File: src/rtl/pipe_ctrl_if.sv
// Request/response bundle between the ID/EX stages and the pipeline sequencer.
// Latency: n/a (wires only); requests and stall/flush responses share one cycle.
// Backpressure: the stall vector is the backpressure; requesters never wait on a handshake.
interface pipe_ctrl_if #(
    parameter int CNT_W = 16
);
    // Requests from the ID and EX stages
    logic             i_idStallReq;
    logic             i_exMultiStart;
    logic             i_flushReq;
    logic             i_clearCount;

    // Sequencing controls back to the pipeline registers
    logic [4:0]       o_stall;
    logic             o_flush;
    logic             o_exBusy;
    logic [CNT_W-1:0] o_stallCycles;

    // Pipeline side: raises requests, consumes stall/flush
    modport master (
        output i_idStallReq,
        output i_exMultiStart,
        output i_flushReq,
        output i_clearCount,
        input  o_stall,
        input  o_flush,
        input  o_exBusy,
        input  o_stallCycles
    );

    // Controller side
    modport slave (
        input  i_idStallReq,
        input  i_exMultiStart,
        input  i_flushReq,
        input  i_clearCount,
        output o_stall,
        output o_flush,
        output o_exBusy,
        output o_stallCycles
    );
endinterface

File: src/rtl/pipe_ctrl.sv
// Five-stage pipeline sequencer: per-register stall bits, IF_ID/ID_EX flush, stall-cycle counter.
// Latency: stall/flush are combinational (zero-cycle); o_stallCycles updates on the ending edge.
// Backpressure: holds PC..ID_EX while EX runs a multi-cycle op; PC/IF_ID on an ID hazard.
module pipe_ctrl #(
    parameter int MULTI_CYCLES = 4,
    parameter int CNT_W        = 16
) (
    input  logic      i_clk,
    input  logic      i_rstn,
    pipe_ctrl_if.slave bus
);

    typedef enum logic [1:0] {
        RUN   = 2'd0,
        MULTI = 2'd1,
        FLUSH = 2'd2
    } state_t;

    // Hold PC and IF_ID; ID_EX takes a bubble
    localparam logic [4:0] STALL_ID   = 5'b00011;
    // Hold PC, IF_ID and ID_EX while EX is occupied; EX_MEM takes a bubble
    localparam logic [4:0] STALL_EX   = 5'b00111;
    localparam logic [4:0] STALL_NONE = 5'b00000;

    // A one-cycle "multi-cycle" op is just a normal EX op
    localparam bit         MULTI_EN   = (MULTI_CYCLES > 1);
    // Remaining MULTI cycles after the start cycle
    localparam logic [2:0] MULTI_LOAD = 3'(MULTI_CYCLES - 1);

    localparam logic [CNT_W-1:0] CNT_ONE = CNT_W'(1);
    localparam logic [CNT_W-1:0] CNT_MAX = {CNT_W{1'b1}};

    state_t           state_q;
    state_t           state_d;
    logic [2:0]       cnt_q;
    logic [2:0]       cnt_d;
    logic [CNT_W-1:0] stall_cycles_q;
    logic [CNT_W-1:0] stall_cycles_d;

    logic [4:0]       stall;
    logic             flush;
    logic             ex_busy;

    // Next state and combinational controls; flush beats multi-cycle beats ID hazard
    always_comb begin
        state_d = state_q;
        cnt_d   = cnt_q;
        stall   = STALL_NONE;
        flush   = 1'b0;
        ex_busy = 1'b0;

        case (state_q)
            RUN: begin
                if (bus.i_flushReq) begin
                    flush   = 1'b1;
                    state_d = FLUSH;
                end else if (bus.i_exMultiStart && MULTI_EN) begin
                    stall   = STALL_EX;
                    cnt_d   = MULTI_LOAD;
                    state_d = MULTI;
                end else if (bus.i_idStallReq) begin
                    stall   = STALL_ID;
                end
            end

            MULTI: begin
                // ID hazards and new multi-cycle starts are meaningless while EX is held
                ex_busy = 1'b1;
                if (bus.i_flushReq) begin
                    // Redirect aborts the op; the wrong-path result is never written back
                    flush   = 1'b1;
                    cnt_d   = 3'd0;
                    state_d = FLUSH;
                end else if (cnt_q > 3'd1) begin
                    stall   = STALL_EX;
                    cnt_d   = cnt_q - 3'd1;
                end else begin
                    // Last EX cycle: result advances, front end released
                    cnt_d   = 3'd0;
                    state_d = RUN;
                end
            end

            FLUSH: begin
                // One quiet cycle while the redirected fetch arrives; only a new redirect counts
                if (bus.i_flushReq) begin
                    flush   = 1'b1;
                end else begin
                    state_d = RUN;
                end
            end

            default: begin
                state_d = RUN;
                cnt_d   = 3'd0;
            end
        endcase

        // Outputs are forced quiet while reset is held, whatever the inputs do
        if (!i_rstn) begin
            stall   = STALL_NONE;
            flush   = 1'b0;
            ex_busy = 1'b0;
        end
    end

    // Stall-cycle counter: clear wins, otherwise count PC-stall cycles up to all-ones
    always_comb begin
        stall_cycles_d = stall_cycles_q;
        if (bus.i_clearCount) begin
            stall_cycles_d = '0;
        end else if (stall[0] && (stall_cycles_q != CNT_MAX)) begin
            stall_cycles_d = stall_cycles_q + CNT_ONE;
        end
    end

    // Sequencer state, down-counter and performance counter
    always_ff @(posedge i_clk or negedge i_rstn) begin
        if (!i_rstn) begin
            state_q        <= RUN;
            cnt_q          <= 3'd0;
            stall_cycles_q <= '0;
        end else begin
            state_q        <= state_d;
            cnt_q          <= cnt_d;
            stall_cycles_q <= stall_cycles_d;
        end
    end

    assign bus.o_stall       = stall;
    assign bus.o_flush       = flush;
    assign bus.o_exBusy      = ex_busy;
    assign bus.o_stallCycles = stall_cycles_q;

endmodule

File: src/flat_wrapper.sv
// flat-port wrapper written by rule: the top's interface ports become plain ports
module pipe_ctrl_flat 
#(
    parameter int MULTI_CYCLES = 4,
    parameter int CNT_W        = 16
)
  (i_clk, i_rstn, bus_i_idStallReq, bus_i_exMultiStart, bus_i_flushReq, bus_i_clearCount, bus_o_stall, bus_o_flush, bus_o_exBusy, bus_o_stallCycles);
  pipe_ctrl_if #(.CNT_W(CNT_W)) bus_i ();
  input  logic i_clk;
  input  logic i_rstn;
  input wire logic [$bits(bus_i.i_idStallReq)-1:0] bus_i_idStallReq;
  input wire logic [$bits(bus_i.i_exMultiStart)-1:0] bus_i_exMultiStart;
  input wire logic [$bits(bus_i.i_flushReq)-1:0] bus_i_flushReq;
  input wire logic [$bits(bus_i.i_clearCount)-1:0] bus_i_clearCount;
  output wire logic [$bits(bus_i.o_stall)-1:0] bus_o_stall;
  output wire logic [$bits(bus_i.o_flush)-1:0] bus_o_flush;
  output wire logic [$bits(bus_i.o_exBusy)-1:0] bus_o_exBusy;
  output wire logic [$bits(bus_i.o_stallCycles)-1:0] bus_o_stallCycles;
  assign bus_i.i_idStallReq = bus_i_idStallReq;
  assign bus_i.i_exMultiStart = bus_i_exMultiStart;
  assign bus_i.i_flushReq = bus_i_flushReq;
  assign bus_i.i_clearCount = bus_i_clearCount;
  assign bus_o_stall = bus_i.o_stall;
  assign bus_o_flush = bus_i.o_flush;
  assign bus_o_exBusy = bus_i.o_exBusy;
  assign bus_o_stallCycles = bus_i.o_stallCycles;
  pipe_ctrl #(.MULTI_CYCLES(MULTI_CYCLES), .CNT_W(CNT_W)) u_core (.i_clk(i_clk), .i_rstn(i_rstn), .bus(bus_i));
endmodule
File: config.mk
export PLATFORM = sky130hd
export DESIGN_NAME = pipe_ctrl_flat
export DESIGN_NICKNAME = d
export VERILOG_FILES = /design/src/rtl/pipe_ctrl_if.sv /design/src/rtl/pipe_ctrl.sv /design/src/flat_wrapper.sv
export SDC_FILE = /design/constraint.sdc
export NUM_CORES = 1
export LEC_CHECK = 0
export ABC_AREA = 1
export ABC_CLOCK_PERIOD_IN_PS = 3860
export CAP_MARGIN = 10
export CORE_MARGIN = 1.5
export CORE_UTILIZATION = 55
export CTS_CLUSTER_SIZE = 8
export DETAILED_ROUTE_END_ITERATION = 10
export PLACE_DENSITY = 0.84
export SETUP_SLACK_MARGIN = 0.2
export SYNTH_ARGS = -nofsm -noshare
export SYNTH_HDL_FRONTEND = slang
export SYNTH_SLANG_ARGS = --single-unit
File: constraint.sdc
create_clock -name i_clk -period 3.86 [get_ports i_clk]
set_clock_uncertainty 0.05 [all_clocks]
set_input_delay 0.772 -clock i_clk [delete_from_list [all_inputs] [get_ports i_clk]]
set_output_delay 0.772 -clock i_clk [all_outputs]
set_load 0.01 [all_outputs]
==> metrics.yaml <==
routing:
  drtIter0Drc: 31
  ant_nets: 0
  drcViolationCount: 0
  dr.pass1.iters: 4
  via_count: 1399
  viasPerCell: 5.220
  wl_per_cell_um: 11.59
  wl_um: 3106
floorplan:
  core_area_um2: 2522
  die-area_um2: 3028
  ios: 29
  placementRows: 18
  die_h_um: 55.03
  die_w_um: 55.03
  start_util_pct: 59.03
sta:
  setup-tns-final_ns: 0
  finalCritPeriodShare_pct: 81.90
  grt_setup_unrepaired: "false"
  setup_viol: 0
  hold_violations: 0
  fmax_ghz: 0.3163
  maxSlewViolCount: 0
  fin_crit_ns: 3.161
power:
  seqPwrFrac_pct: 54.0
  combPwrFrac_pct: 22.3
  clock_power_share_pct: 23.7
  p_switching_mw: 0.1424
  vdd_ir_drop_max_uv: 216.7
  cellInternalPower_mw: 0.3162
  cellPowerDensity_nw_per_um2: 256.9
  power_leakage_nw: 0.7853
  switching_share_pct: 31.05
cts:
  max-clock-path-buffers: 2
  h-tree-depth: 1
  hold_buffers: 0
  cts_tree: "done"
  cts_setup_buffers: 0
  clk_pin_slew_ns: 0.11
  cts_made_buffers: 3
  numClockSinks: 21
  clock_latency_ns: 0.31
  root_buffer: "clkbuf_4"
  cts_resized: 0
synthesis:
  synthTopCellsByArea: "dfrtp_1, nand2_1, nand3_1"
  synthDistinctLibCells: 30
  seq_area_frac_synth_pct: 35.29
  synthesis.area_um2: 1489
  synth_largest_area_cell: "dfrtp_1"
  yosysWarnings: 0
  synth-seq-cells: 21
  avgSynthCellArea_um2: 7.023
  synth_top_cell_area_share_pct: 35.29
  postSynthCellCount: 212
cells_and_area:
  layout_commonest_cell: "nand2_1"
  nFillCells: 230
  layout.nets: 248
  area_growth_pct: 19.92
  seqCellArea_um2: 525.5
  drive_above_1_share_pct: 12.61
  mostFrequentLayoutCells: "nand2_1, nor2_1, clkdlybuf4s50_1"
  diodes: 0
  finalNonFillerCells: 268
  multi_input_area_um2: 849.6
placed_design:
  numPlacedInstances: 264
  gp_congestion: 0.8879
  dp_hpwl_um: 2279
  portBuffers: 26
run_status:
  status: "complete, no violations"
grt:
  grt_pass1_wl_um: 5119
  track_usage_pct: 23.24
  first_global_vias: 1154
  grt-ovfl-total: 0
  grt_max_degree: 23
  grt_antenna_before_repair: 0
critical_path:
  cp.arrival_ns: 2.34
  worst_path_max_delay_cell: "clkdlybuf4s50_1"
  cp_cell_sequence: "clkdlybuf4s50_1 -> inv_1 -> nand3_1 -> o21ai_0 -> inv_1 -> nor2_1 -> clkdlybuf4s50_1"
  worst-path-buf-inv: 4
  crit_type: "in2out"
  cp_top_family: "buffers and inverters"
  cp_max_fo: 3
  cp.required_ns: 3.04
  endpoint_kind: "output pin"
  max_stage_delay_ns: 0.53
  start_kind: "primary input"
job:
  drv_cap: 0
hold_path:
  hold_class: "reg2reg"
## cells by family (layout without fill, tap and decap cells)
group | count (synthesis) | in the layout | share of synthesized area (%)
compound gates | 14 | 14 | 5.546
xor+xnor | 7 | 7 | 4.118
fa+ha+maj | 3 | 3 | 2.521
buf+inv | 25 | 50 | 7.899
flops | 21 | 21 | 35.29
other cells | 1 | 2 | 0.2519
simple gates | 141 | 141 | 44.37
## power by group through the flow
stage / Combinational, mW / Clock [mW] / Sequential, mW
6_report: 0.102 / 0.109 / 0.248
5_1_grt: 0.117 / 0.122 / 0.251
4_1_cts: 0.103 / 0.112 / 0.248
3_5_place_dp: 0.103 / 0 / 0.252
3_3_place_gp: 0.101 / 0 / 0.252
2_1_floorplan: 0.0665 / 0 / 0.252
## synth_stat cells (all sizes together)
master and n:
ha 3, o21bai 3, nand2 72, a211oi 1, o21ai 7, and2 1
conb 1, xor2 4, inv 15, nand3 26, a21oi 2, nor3 1
clkbuf 2, buf 6, nor2 37, a21o 1, dfrtp 21, nand4 4
xnor2 3, clkinv 2
## layout make-up
class / instances / area share (%)
clock buffers: 4 / 1.472
inverters: 17 / 3.574
multi-input cells: 167 / 47.58
flip-flops and latches: 21 / 29.43
well taps: 30 / 2.102
repair buffers: 29 / 15.84
## state kept, by name (all words and copies together) (netlist names)
| register | count |
|---|---|
| u_core.bus.o_stallCycles | 16 |
| u_core.cnt_q | 3 |
| u_core.state_q | 2 |
## tightest hold or removal path: stages (launching register included)
cell and delay [ns]:
dfrtp_1 0.38, nand2_1 0.05, inv_1 0.06, nor2_1 0.04
## per-stage QoR
stage	power, mW	hold slack, ns	util (%)	worst slack, ns	area [µm²]
finish	0.4587	0.5084	70.78	0.6986	1785
global route	0.4894	0.5438	70.78	0.5641	1785
CTS	0.4631	0.5107	70.78	0.6998	1785
detailed placement	0.3543	0.4942	69.74	0.7026	1759
global placement	0.3525	0.4829	69.74	0.7230	1759
floorplan	0.3182	0.4264	-	1.578	1493
## final timing paths
check	start	endpoint	slack, ns	depth (start not counted)
worst min-delay path	u_core.state_q[1]	u_core.state_q[1]	0.51	3
worst max-delay path	bus_i_flushReq	bus_o_stall[2]	0.70	7
worst max register to register	u_core.bus.o_stallCycles[0]	u_core.bus.o_stallCycles[12]	2.02	10
min in group asynchronous	i_rstn	u_core.bus.o_stallCycles[2]	0.83	2
worst min register to register	u_core.state_q[1]	u_core.state_q[1]	0.51	3
max in group asynchronous	i_rstn	u_core.bus.o_stallCycles[10]	2.69	2
## routing by layer
| metal | track usage, % | vias to the layer above | routed length [µm] |
|---|---|---|---|
| li1 | - | 721 | - |
| met1 | 32.83 | 645 | 1464 |
| met2 | 37.90 | 31 | 1480 |
| met3 | 2.419 | 2 | 129 |
| met4 | 6.098 | 0 | 32 |
| met5 | 0 | - | 0 |
Note: power is estimated with default switching activity, not from simulation.
